<file path="config.mk">
export PLATFORM = sky130hd
export DESIGN_NAME = alu_sequencer_flat
export DESIGN_NICKNAME = d
export VERILOG_FILES = /design/src/rtl/alu_sequencer_if.sv /design/src/rtl/alu_sequencer.sv /design/src/flat_wrapper.sv
export SDC_FILE = /design/constraint.sdc
export NUM_CORES = 1
export LEC_CHECK = 0
export CAP_MARGIN = 25
export CORE_MARGIN = 5
export CORE_UTILIZATION = 35
export DETAILED_ROUTE_END_ITERATION = 8
export PLACE_DENSITY = 0.69
export SLEW_MARGIN = 20
export SYNTH_ARGS = -nofsm -noshare
export SYNTH_HDL_FRONTEND = slang
export SYNTH_SLANG_ARGS = --single-unit
</file>
<file path="constraint.sdc">
create_clock -name clk -period 3.24 [get_ports clk]
set_clock_uncertainty 0.15 [all_clocks]
set_input_delay 0.324 -clock clk [delete_from_list [all_inputs] [get_ports clk]]
set_output_delay 0.324 -clock clk [all_outputs]
set_load 0.05 [all_outputs]
</file>
<file path="src/rtl/alu_sequencer_if.sv">
// Request/response handshake bundle for the ALU sequencer.
// The requester holds the master modport; the sequencer holds the slave modport.
interface alu_sequencer_if #(
    parameter int N = 4
);
    // request channel
    logic         req_valid;
    logic         req_ready;
    logic [3:0]   req_op;
    logic [N-1:0] req_a;
    logic [N-1:0] req_b;
    logic         req_use_acc;

    // response channel
    logic         rsp_valid;
    logic         rsp_ready;
    logic [N-1:0] rsp_result;
    logic [3:0]   rsp_flags;
    logic         rsp_err;

    modport master (
        output req_valid, req_op, req_a, req_b, req_use_acc, rsp_ready,
        input  req_ready, rsp_valid, rsp_result, rsp_flags, rsp_err
    );

    modport slave (
        input  req_valid, req_op, req_a, req_b, req_use_acc, rsp_ready,
        output req_ready, rsp_valid, rsp_result, rsp_flags, rsp_err
    );
endinterface

</file>
<file path="src/rtl/alu_sequencer.sv">
// ALU sequencer: accepts one request, presents its operands to an external
// combinational ALU for one cycle, captures result and flags, then holds the
// response until it is consumed. Keeps an accumulator of the last legal
// result and a saturating count of completed legal operations.
module alu_sequencer #(
    parameter int N = 4
) (
    input  logic                clk,
    input  logic                rst,
    alu_sequencer_if.slave      bus,
    output logic [N-1:0]        alu_a,
    output logic [N-1:0]        alu_b,
    output logic [3:0]          alu_ctrl,
    input  logic [N-1:0]        alu_result,
    input  logic                alu_z,
    input  logic                alu_n,
    input  logic                alu_v,
    input  logic                alu_c,
    output logic [N-1:0]        acc,
    output logic [7:0]          op_count
);

    typedef enum logic [1:0] {
        IDLE = 2'd0,
        EXEC = 2'd1,
        RESP = 2'd2
    } state_t;

    typedef struct packed {
        logic [N-1:0] result;
        logic [3:0]   flags;
        logic         err;
    } rsp_t;

    state_t       state_q, state_d;
    logic [3:0]   op_q;
    logic [N-1:0] a_q;
    logic [N-1:0] b_q;
    rsp_t         rsp_q;
    logic [N-1:0] acc_q;
    logic [7:0]   cnt_q;

    logic         xfer;
    logic         op_legal;

    // Opcodes with the top bit set are illegal and never touch the ALU.
    assign op_legal = ~op_q[3];
    assign xfer     = (state_q == IDLE) && bus.req_valid;

    // Next-state and handshake outputs; ready only in IDLE, valid only in RESP.
    always_comb begin
        state_d       = state_q;
        bus.req_ready = 1'b0;
        bus.rsp_valid = 1'b0;
        case (state_q)
            IDLE: begin
                bus.req_ready = 1'b1;
                if (bus.req_valid) state_d = EXEC;
            end
            EXEC: begin
                state_d = RESP;
            end
            RESP: begin
                bus.rsp_valid = 1'b1;
                if (bus.rsp_ready) state_d = IDLE;
            end
            default: begin
                state_d = IDLE;
            end
        endcase
    end

    // State register.
    always_ff @(posedge clk) begin
        if (rst) state_q <= IDLE;
        else     state_q <= state_d;
    end

    // Operand latch; operand A comes from the accumulator value of the accept cycle when asked.
    always_ff @(posedge clk) begin
        if (rst) begin
            op_q <= 4'h0;
            a_q  <= '0;
            b_q  <= '0;
        end else if (xfer) begin
            op_q <= bus.req_op;
            a_q  <= bus.req_use_acc ? acc_q : bus.req_a;
            b_q  <= bus.req_b;
        end
    end

    // End of EXEC: capture the ALU outcome (or an error response) and update acc/count.
    always_ff @(posedge clk) begin
        if (rst) begin
            rsp_q <= '0;
            acc_q <= '0;
            cnt_q <= 8'h00;
        end else if (state_q == EXEC) begin
            if (op_legal) begin
                rsp_q.result <= alu_result;
                rsp_q.flags  <= {alu_z, alu_n, alu_v, alu_c};
                rsp_q.err    <= 1'b0;
                acc_q        <= alu_result;
                if (cnt_q != 8'hFF) cnt_q <= cnt_q + 8'h01;
            end else begin
                rsp_q.result <= '0;
                rsp_q.flags  <= 4'h0;
                rsp_q.err    <= 1'b1;
            end
        end
    end

    // ALU drive comes straight from the operand registers, so it holds outside EXEC.
    assign alu_a      = a_q;
    assign alu_b      = b_q;
    assign alu_ctrl   = op_q;

    assign bus.rsp_result = rsp_q.result;
    assign bus.rsp_flags  = rsp_q.flags;
    assign bus.rsp_err    = rsp_q.err;

    assign acc      = acc_q;
    assign op_count = cnt_q;

endmodule

</file>
<file path="src/flat_wrapper.sv">
// flat-port wrapper written by rule: the top's interface ports become plain ports
module alu_sequencer_flat 
#(
    parameter int N = 4
)
  (clk, rst, alu_a, alu_b, alu_ctrl, alu_result, alu_z, alu_n, alu_v, alu_c, acc, op_count, bus_req_valid, bus_req_op, bus_req_a, bus_req_b, bus_req_use_acc, bus_rsp_ready, bus_req_ready, bus_rsp_valid, bus_rsp_result, bus_rsp_flags, bus_rsp_err);
  alu_sequencer_if #(.N(N)) bus_i ();
  input  logic clk;
  input  logic rst;
  output logic [N-1:0] alu_a;
  output logic [N-1:0] alu_b;
  output logic [3:0] alu_ctrl;
  input  logic [N-1:0] alu_result;
  input  logic alu_z;
  input  logic alu_n;
  input  logic alu_v;
  input  logic alu_c;
  output logic [N-1:0] acc;
  output logic [7:0] op_count;
  input wire logic [$bits(bus_i.req_valid)-1:0] bus_req_valid;
  input wire logic [$bits(bus_i.req_op)-1:0] bus_req_op;
  input wire logic [$bits(bus_i.req_a)-1:0] bus_req_a;
  input wire logic [$bits(bus_i.req_b)-1:0] bus_req_b;
  input wire logic [$bits(bus_i.req_use_acc)-1:0] bus_req_use_acc;
  input wire logic [$bits(bus_i.rsp_ready)-1:0] bus_rsp_ready;
  output wire logic [$bits(bus_i.req_ready)-1:0] bus_req_ready;
  output wire logic [$bits(bus_i.rsp_valid)-1:0] bus_rsp_valid;
  output wire logic [$bits(bus_i.rsp_result)-1:0] bus_rsp_result;
  output wire logic [$bits(bus_i.rsp_flags)-1:0] bus_rsp_flags;
  output wire logic [$bits(bus_i.rsp_err)-1:0] bus_rsp_err;
  assign bus_i.req_valid = bus_req_valid;
  assign bus_i.req_op = bus_req_op;
  assign bus_i.req_a = bus_req_a;
  assign bus_i.req_b = bus_req_b;
  assign bus_i.req_use_acc = bus_req_use_acc;
  assign bus_i.rsp_ready = bus_rsp_ready;
  assign bus_req_ready = bus_i.req_ready;
  assign bus_rsp_valid = bus_i.rsp_valid;
  assign bus_rsp_result = bus_i.rsp_result;
  assign bus_rsp_flags = bus_i.rsp_flags;
  assign bus_rsp_err = bus_i.rsp_err;
  alu_sequencer #(.N(N)) u_core (.clk(clk), .rst(rst), .bus(bus_i), .alu_a(alu_a), .alu_b(alu_b), .alu_ctrl(alu_ctrl), .alu_result(alu_result), .alu_z(alu_z), .alu_n(alu_n), .alu_v(alu_v), .alu_c(alu_c), .acc(acc), .op_count(op_count));
endmodule
</file>
## After elaboration in Yosys (flattened, before gate mapping)

Cells that the tools add are included.

- $add $sub $neg: 1
- Equal/unequal tests: 5
- Multiplexer cells: 7
- Bitwise logic cells: 1
- Reduce and logical (&&, ||, !) cells: 5

Operators by type and width:

| cell | count |
|---|---|
| 9-bit 2-to-1 mux | 1 |
| 8-bit by 1-bit adder with 8-bit output, second input constant | 1 |
| 8-bit != test, second input constant | 1 |
| 2-bit case mux with 3 select lines | 1 |
| 2-bit 2-to-1 mux | 2 |
| 4-bit 2-to-1 mux | 1 |
| 2-bit != test, second input constant | 2 |
| 2-bit AND reduction | 2 |
| 3-bit AND reduction | 1 |
| 2-bit by 1-bit == test with 1-bit output, second input constant | 1 |
| 2-bit == test, second input constant | 1 |
| 2-bit logical NOT | 1 |
| 1-bit 2-to-1 mux | 2 |
| 1-bit logical AND | 1 |
| 1-bit inverter | 1 |

- Register bits: 35
- Output and inout bits: 35
- Logic and storage cells: 28

## Depth between registers and ports, before layout

Gate-level depths: netlist of the first run.

- Depth in word-level cells: 3
- Depth in mapped cells: 6
- Depth with buffers taken out: 5

## Worst setup path after synthesis of the first run

Ideal clock, no wire load.

- Path kind: register -> register
- From: reg u_core.state_q[1]
- To: reg u_core.b_q[0], in the netlist u_core.alu_b[0]
- Arrival time: 1,773 ps
- Required time: 3,020 ps
- Setup slack: 1,247 ps
- Cell stages (with the launch flop): 7
- Period minus slack after synthesis: 1,993 ps
- Path through: dfxtp_1 nor2_1 and2_1 clkbuf_2 buf_2 nand2_1 a21oi_1

- Word-level cells in the longest chain between the ends: 2

RTL lines:

| what | RTL line | RTL |
|---|---|---|
| start: declaration | alu_sequencer.sv:35 | `state_t state_q, state_d;` |
| start signal: assignment | alu_sequencer.sv:76 | `else state_q <= state_d;` |
| 2-bit logical NOT | alu_sequencer.sv:48 | `assign xfer = (state_q == IDLE) && bus.req_valid;` |
| 1-bit logical AND | alu_sequencer.sv:48 |  |
| end signal: assignment | alu_sequencer.sv:88 | `b_q <= bus.req_b;` |
| end: declaration | alu_sequencer.sv:38 | `logic [N-1:0] b_q;` |

Every way passes these cells.
A chain may end at the register's enable or synchronous reset.

## Worst setup path after layout of the first run

- From: reg u_core.state_q[1]
- To: out bus_rsp_valid

- Word-level cells in the longest chain between the ends: 2

RTL lines:

| what | RTL line | RTL |
|---|---|---|
| 2-bit == test | alu_sequencer.sv:55 | `case (state_q)` |
| 1-bit 2-to-1 mux | alu_sequencer.sv:55 |  |
| end: declaration | flat_wrapper.sv:27 | `output wire logic [$bits(bus_i.rsp_valid)-1:0] bus_rsp_valid;` |

Every way passes these cells.

==> results of run 1 <==
==> sequential cells by signal (all words and copies together) (netlist names) <==
signal,count
u_core.alu_ctrl,4
u_core.acc,4
u_core.op_count,8
u_core.state_q,2
u_core.bus.rsp_err,1
u_core.alu_a,4
u_core.alu_b,4
u_core.bus.rsp_result,4
u_core.bus.rsp_flags,4
==> tightest hold or removal path, cell delays in order (launching register included) <==
cell and delay, ps:
dfxtp_1 310, nand2_1 50, a21oi_1 50
==> synthesized netlist by cell type (all sizes together), types with 3 or more instances <==
master and number:
mux2i 7, a211oi 6, nand2 31, clkbuf 6, dfxtp 35, buf 3
nor2 16, a21oi 20, nand3 5, a22oi 4
==> layer usage <==
metal	routed length, um	vias to the layer above
met5	0	-
met4	82	0
met3	244	7
met2	1610	47
met1	1570	575
li1	-	644
==> cell type report <==
| cell class | count | area (um^2) | share of cell area |
|---|---|---|---|
| multi-input combinational | 110 | 614 | 0.296 |
| clock buffer | 8 | 100 | 0.0482 |
| tap | 48 | 60.1 | 0.0289 |
| sequential | 35 | 701 | 0.337 |
| timing repair buffer | 60 | 598 | 0.288 |
| inverter | 1 | 3.75 | 0.00181 |
==> power breakdown <==
part	total [mW]	switching, mW	leakage, nW	internal [mW]
clock network	0.344	0.150	0.0515	0.194
logic	0.212	0.129	0.434	0.0829
registers	0.467	0.0143	0.286	0.452
total	1.02	0.293	0.771	0.729
==> metrics by stage <==
step	setup slack, ps	util	hold WS (ps)	instances	power [mW]
after floorplan	1250	-	310	155	0.606
after global placement	1370	0.532	291	254	0.686
after detailed placement	1330	0.532	299	254	0.690
after CTS	1020	0.559	309	262	1.03
after global routing	948	0.559	328	262	1.06
final	1040	0.559	307	262	1.02
==> how the worst max path moves through the flow <==
| stage | start | end | slack [ps] | depth (start not counted) |
|---|---|---|---|---|
| final | u_core.state_q[1]$_SDFFE_PP0P_ | bus_rsp_valid | 1040 | 2 |
| after CTS | u_core.state_q[1]$_SDFFE_PP0P_ | bus_rsp_valid | 1020 | 2 |
| after global placement | u_core.state_q[1]$_SDFFE_PP0P_ | bus_rsp_valid | 1370 | 2 |
| after detailed placement | u_core.state_q[0]$_SDFFE_PP0P_ | u_core.op_count[5]$_SDFFE_PP0P_ | 1330 | 4 |
| after floorplan | u_core.state_q[1]$_SDFFE_PP0P_ | u_core.alu_b[0]$_SDFFE_PP0P_ | 1250 | 6 |
| after global routing | u_core.state_q[1]$_SDFFE_PP0P_ | bus_rsp_valid | 950 | 2 |
==> cells by family (layout without fill, tap and decap cells) <==
family / Yosys count / count (layout) / synth area share
fa+ha+maj: 1 / 1 / 0.00922
xor+xnor: 3 / 3 / 0.0194
flops: 35 / 35 / 0.517
buf+inv: 10 / 69 / 0.0304
simple gates: 66 / 66 / 0.228
compound gates: 33 / 33 / 0.145
mux: 7 / 7 / 0.0517
==> metrics.txt, run 1 <==
Netlist Area Pre-Place 0.00136 mm^2; endpoints failing hold 0; Worst Hold Class reg -> reg; slowest stage cell, crit path clkdlybuf4s50_1; Max clock buf depth 2; crit path buf inv count 1; commonest non-fill, non-tap cell in the layout clkdlybuf4s50_1; static leakage 0.771 nW; DP HPWL between 2000 and 3000 um; gr usage total 0.144; grt peak-use layer met2; router iterations before antenna repair 4; H-tree Lvls 2; internal reg-to-reg setup slack 1340 ps; drt total wl between 3000 and 4000 um; Post-synth EDFFs 0; Synth cell types 30; Final Instance Area 0.00208 mm^2; Root Driver clkbuf_8; hold depth 2; Global Route met2 Usage 0.223; Peak VDD IR 0.267 mV; Top FF cell, synth dfxtp_1; n_diodes 0; Critical Path RT ~2800 ps; area grow syn2layout 53.1%; Max-slew headroom 0.556; routed length per instance 13.4 um; critical path class reg -> out; FF-to-FF End u_core.op_count[5]$_SDFFE_PP0P_; pwr/cell area 492 mW/mm^2; fin. max-slew vios 0; CP peak stage delay 820 ps; grt total ovfl 0; outcome finished, final reports clean; cell taking the most area after synthesis dfxtp_1; worst-skew pair later-pin latency around 280 ps; vias in the first global route 1234; worst endpoint data arrival time around 1700 ps; chip height 72.3 um; Syn. warnings 0; post-CTS sizing 0; CTS Sinks 35; DP Area 0.00198 mm^2; Slew @ Worst Pin 665 ps; ys async rst share 0; CP startpoint kind flop; row cnt 22; delay-heaviest family, CP buffers and inverters; layout cells sized above 1 0.0514; min-delay src u_core.alu_ctrl[0]$_SDFFE_PP0P_; core area 0.00372 mm^2; Num CTS Buffers 5; Starting Density 0.365; Synthesized Nets between 150 and 200; Die W between 70 and 80 um; worst hold endpoint u_core.alu_ctrl[0]$_SDFFE_PP0P_; Reg clk slew, reported paths ~70 ps; most frequent cells in the layout clkdlybuf4s50_1 (59), dfxtp_1 (35), nand2_1 (31); Hold-fix buffers, CTS 0; CTS tree built; crit end category output pin; setup repair after global routing missed its margin false; Mean Syn Cell Area between 8 and 9 um^2; # DRC 0; first-pass GRT wire length between 5000 and 6000 um; Post-CTS Setup Bufs 0; R2R cell count 4; top post-synthesis cells by area dfxtp_1 (52%), nand2_1 (8.6%), a21oi_1 (7.4%); DRT iter0 DRCs 94; FF-to-FF Start u_core.state_q[0]$_SDFFE_PP0P_; Seq/Total Area, Yosys 0.517; crit path cell chain nor2b_1, clkdlybuf4s50_1; vias ~1300; final worst-path cycle share 0.679; met3 usage 0.0402; IO Port Bufs between 50 and 60; via density per instance a little under 5; Crit Path Max Fanout 5; Nets about 240; largest net degree at the start of global routing 36; post-route ant nets 0; Syn Inst Count between 150 and 200; fill cell count 337; Yosys reg bits 35; IO Pins 60; share of the synthesized area in the top cell type 0.517; Final GP Congestion just over 0.7; MaxCap Viol Count 0; met1 usage 0.181; die area around 0.0052 mm^2; Fin Setup TNS 0 ps; final setup fails 0; min cycle time layout 2200 ps; Highest Clock Rate 0.455 GHz; initial antenna violation count 0
Power figures use the tool's default switching activity.
==> run 2, diff against run 1 <==
--- a/config.mk
+++ b/config.mk
@@ -9,7 +9,7 @@
 export CORE_MARGIN = 5
 export CORE_UTILIZATION = 35
 export DETAILED_ROUTE_END_ITERATION = 8
-export PLACE_DENSITY = 0.69
+export PLACE_DENSITY = 0.72
 export SLEW_MARGIN = 20
 export SYNTH_ARGS = -nofsm -noshare
 export SYNTH_HDL_FRONTEND = slang
==> constraint.sdc (replaced) <==
create_clock -name clk -period 2 [get_ports clk]
set_clock_uncertainty 0.15 [all_clocks]
set_input_delay 0.2 -clock clk [delete_from_list [all_inputs] [get_ports clk]]
set_output_delay 0.2 -clock clk [all_outputs]
set_load 0.05 [all_outputs]
==> run 2 against run 1 <==
  * Clock-buffer cell count shrank 2
  * Critical path depth down 1
  * First-iteration DRC count down 26%
==> metrics.txt, run 2 (synthesized netlist as in run 1, its figures left out) <==
Final Instance Area 0.00207 mm^2 (-0.36%); row cnt 22 (unchanged); final setup fails 0 (unchanged); most frequent cells in the layout clkdlybuf4s50_1 (56), dfxtp_1 (35), nand2_1 (31); CTS tree built; CP peak stage delay 850 ps (+30 ps); Max-slew headroom 0.652 (+0.0960); Fin Setup TNS 0 ps (unchanged); vias 1220 (-4.2%); # DRC 0 (unchanged); MaxCap Viol Count 0 (unchanged); Nets 240 (+0.42%); post-route ant nets 0 (unchanged); Global Route met2 Usage 0.195 (-0.0283); CTS Sinks 35 (unchanged); worst endpoint data arrival time 1560 ps (-160 ps); Root Driver clkbuf_8; H-tree Lvls 2 (unchanged); crit path buf inv count 1 (unchanged); commonest non-fill, non-tap cell in the layout clkdlybuf4s50_1; routed length per instance 12.8 um (-4.7%); Slew @ Worst Pin 520 ps (-145 ps); Critical Path RT 1650 ps (-1120 ps); Final GP Congestion 0.799 (+13%); Crit Path Max Fanout 8 (+3); Crit. Startpoint u_core.op_count[2]$_SDFFE_PP0P_; Hold-fix buffers, CTS 0 (unchanged); vias in the first global route 1092 (-12%); final worst slack 85.1 ps (-956 ps); outcome finished, final reports clean; Highest Clock Rate 0.522 GHz; chip height 72.3 um (unchanged); crit end category output pin; dpl ws 322 ps (-1010 ps); Die W 72.3 um (unchanged); Peak VDD IR 0.426 mV (+60%); die area 0.00522 mm^2 (unchanged); Largest register FFs 8 (unchanged); met1 usage 0.167 (-0.0149); DP HPWL 2440 um (-5.0%); DP Area 0.00198 mm^2 (+0.13%); grt total ovfl 0 (unchanged); critical path class reg -> out; fin. max-slew vios 0 (unchanged); initial antenna violation count 0 (unchanged); IO Port Bufs 59 (unchanged); crit path cell chain clkdlybuf4s50_1; gr usage total 0.130 (-0.0137); worst-skew pair later-pin latency 280 ps (about the same); Max clock buf depth 2 (unchanged); FF-to-FF Start u_core.state_q[0]$_SDFFE_PP0P_; delay-heaviest family, CP buffers and inverters; router iterations before antenna repair 4 (unchanged); CP startpoint kind flop; largest net degree at the start of global routing 36 (unchanged); pwr/cell area 771 mW/mm^2 (+57%); met3 usage 0.0499 (+0.00970); area grow syn2layout 52.6%; endpoints failing hold 0 (unchanged); static leakage 0.793 nW (+2.8%); via density per instance 4.66 (-4.2%); Worst Hold Class reg -> reg; n_diodes 0 (unchanged); min cycle time layout 1910 ps; first-pass GRT wire length 5220 um (-10%); Reg clk slew, reported paths 60 ps (about the same); min-delay src u_core.alu_ctrl[0]$_SDFFE_PP0P_; core area 0.00372 mm^2 (unchanged); grt peak-use layer met2; drt total wl 3350 um (-4.7%); IO Pins 60 (unchanged); slowest stage cell, crit path clkdlybuf4s50_1; final worst-path cycle share 0.957; Num CTS Buffers 5 (unchanged); DRT iter0 DRCs 70 (-26%); layout cells sized above 1 0.0654 (+0.0140); setup repair after global routing missed its margin false; Starting Density 0.365 (unchanged)
run 2: final timing paths:
check	end	slack (ps)	depth (start not counted)
max	op_count[2]	90	1
min	u_core.alu_ctrl[0]$_SDFFE_PP0P_	310	2
max reg2reg	u_core.op_count[5]$_SDFFE_PP0P_	370	4
min reg2reg	u_core.alu_ctrl[0]$_SDFFE_PP0P_	310	2
run 2: layer usage:
| layer | vias up | share of wire |
|---|---|---|
| met1 | 536 | 0.46 |
| li1 | 648 | - |
| met2 | 34 | 0.45 |
| met4 | 0 | 0.012 |
| met5 | - | 0 |
| met3 | 2 | 0.071 |
run 2: power breakdown:
group          internal, mW  leakage [nW]  switching, mW
logic                 0.135         0.460          0.208
registers             0.733         0.286         0.0230
clock network         0.270        0.0470          0.228
total                  1.14         0.793          0.459
run 2: repair_timing:
item,4_1_cts,5_1_grt
setup endpoints to repair,0,1
buffers inserted,0,0
resized for setup,0,1
run 2: cell type report:
| type | count | area (um^2) |
|---|---|---|
| Multi-Input combinational cell | 110 | 614 |
| Clock inverter | 1 | 5.00 |
| Fill cell | 363 | 1650 |
| Tap cell | 48 | 60.1 |
| Inverter | 1 | 3.75 |
| Sequential cell | 35 | 701 |
| Timing Repair Buffer | 61 | 603 |
| Clock buffer | 6 | 82.6 |
run 2: worst min-delay path, cell delays in order, from the launching register on:
cell     delay [ps]
dfxtp_1         310
nand2_1          50
a21oi_1          50
run 2: metrics by stage:
stage / hold slack [ps] / util / cells / total power, mW
after floorplan: 186 / - / 155 / 0.982
after global placement: 290 / 0.533 / 255 / 1.11
after detailed placement: 299 / 0.533 / 255 / 1.12
after CTS: 308 / 0.556 / 262 / 1.62
after global routing: 314 / 0.557 / 262 / 1.68
final: 305 / 0.557 / 262 / 1.60
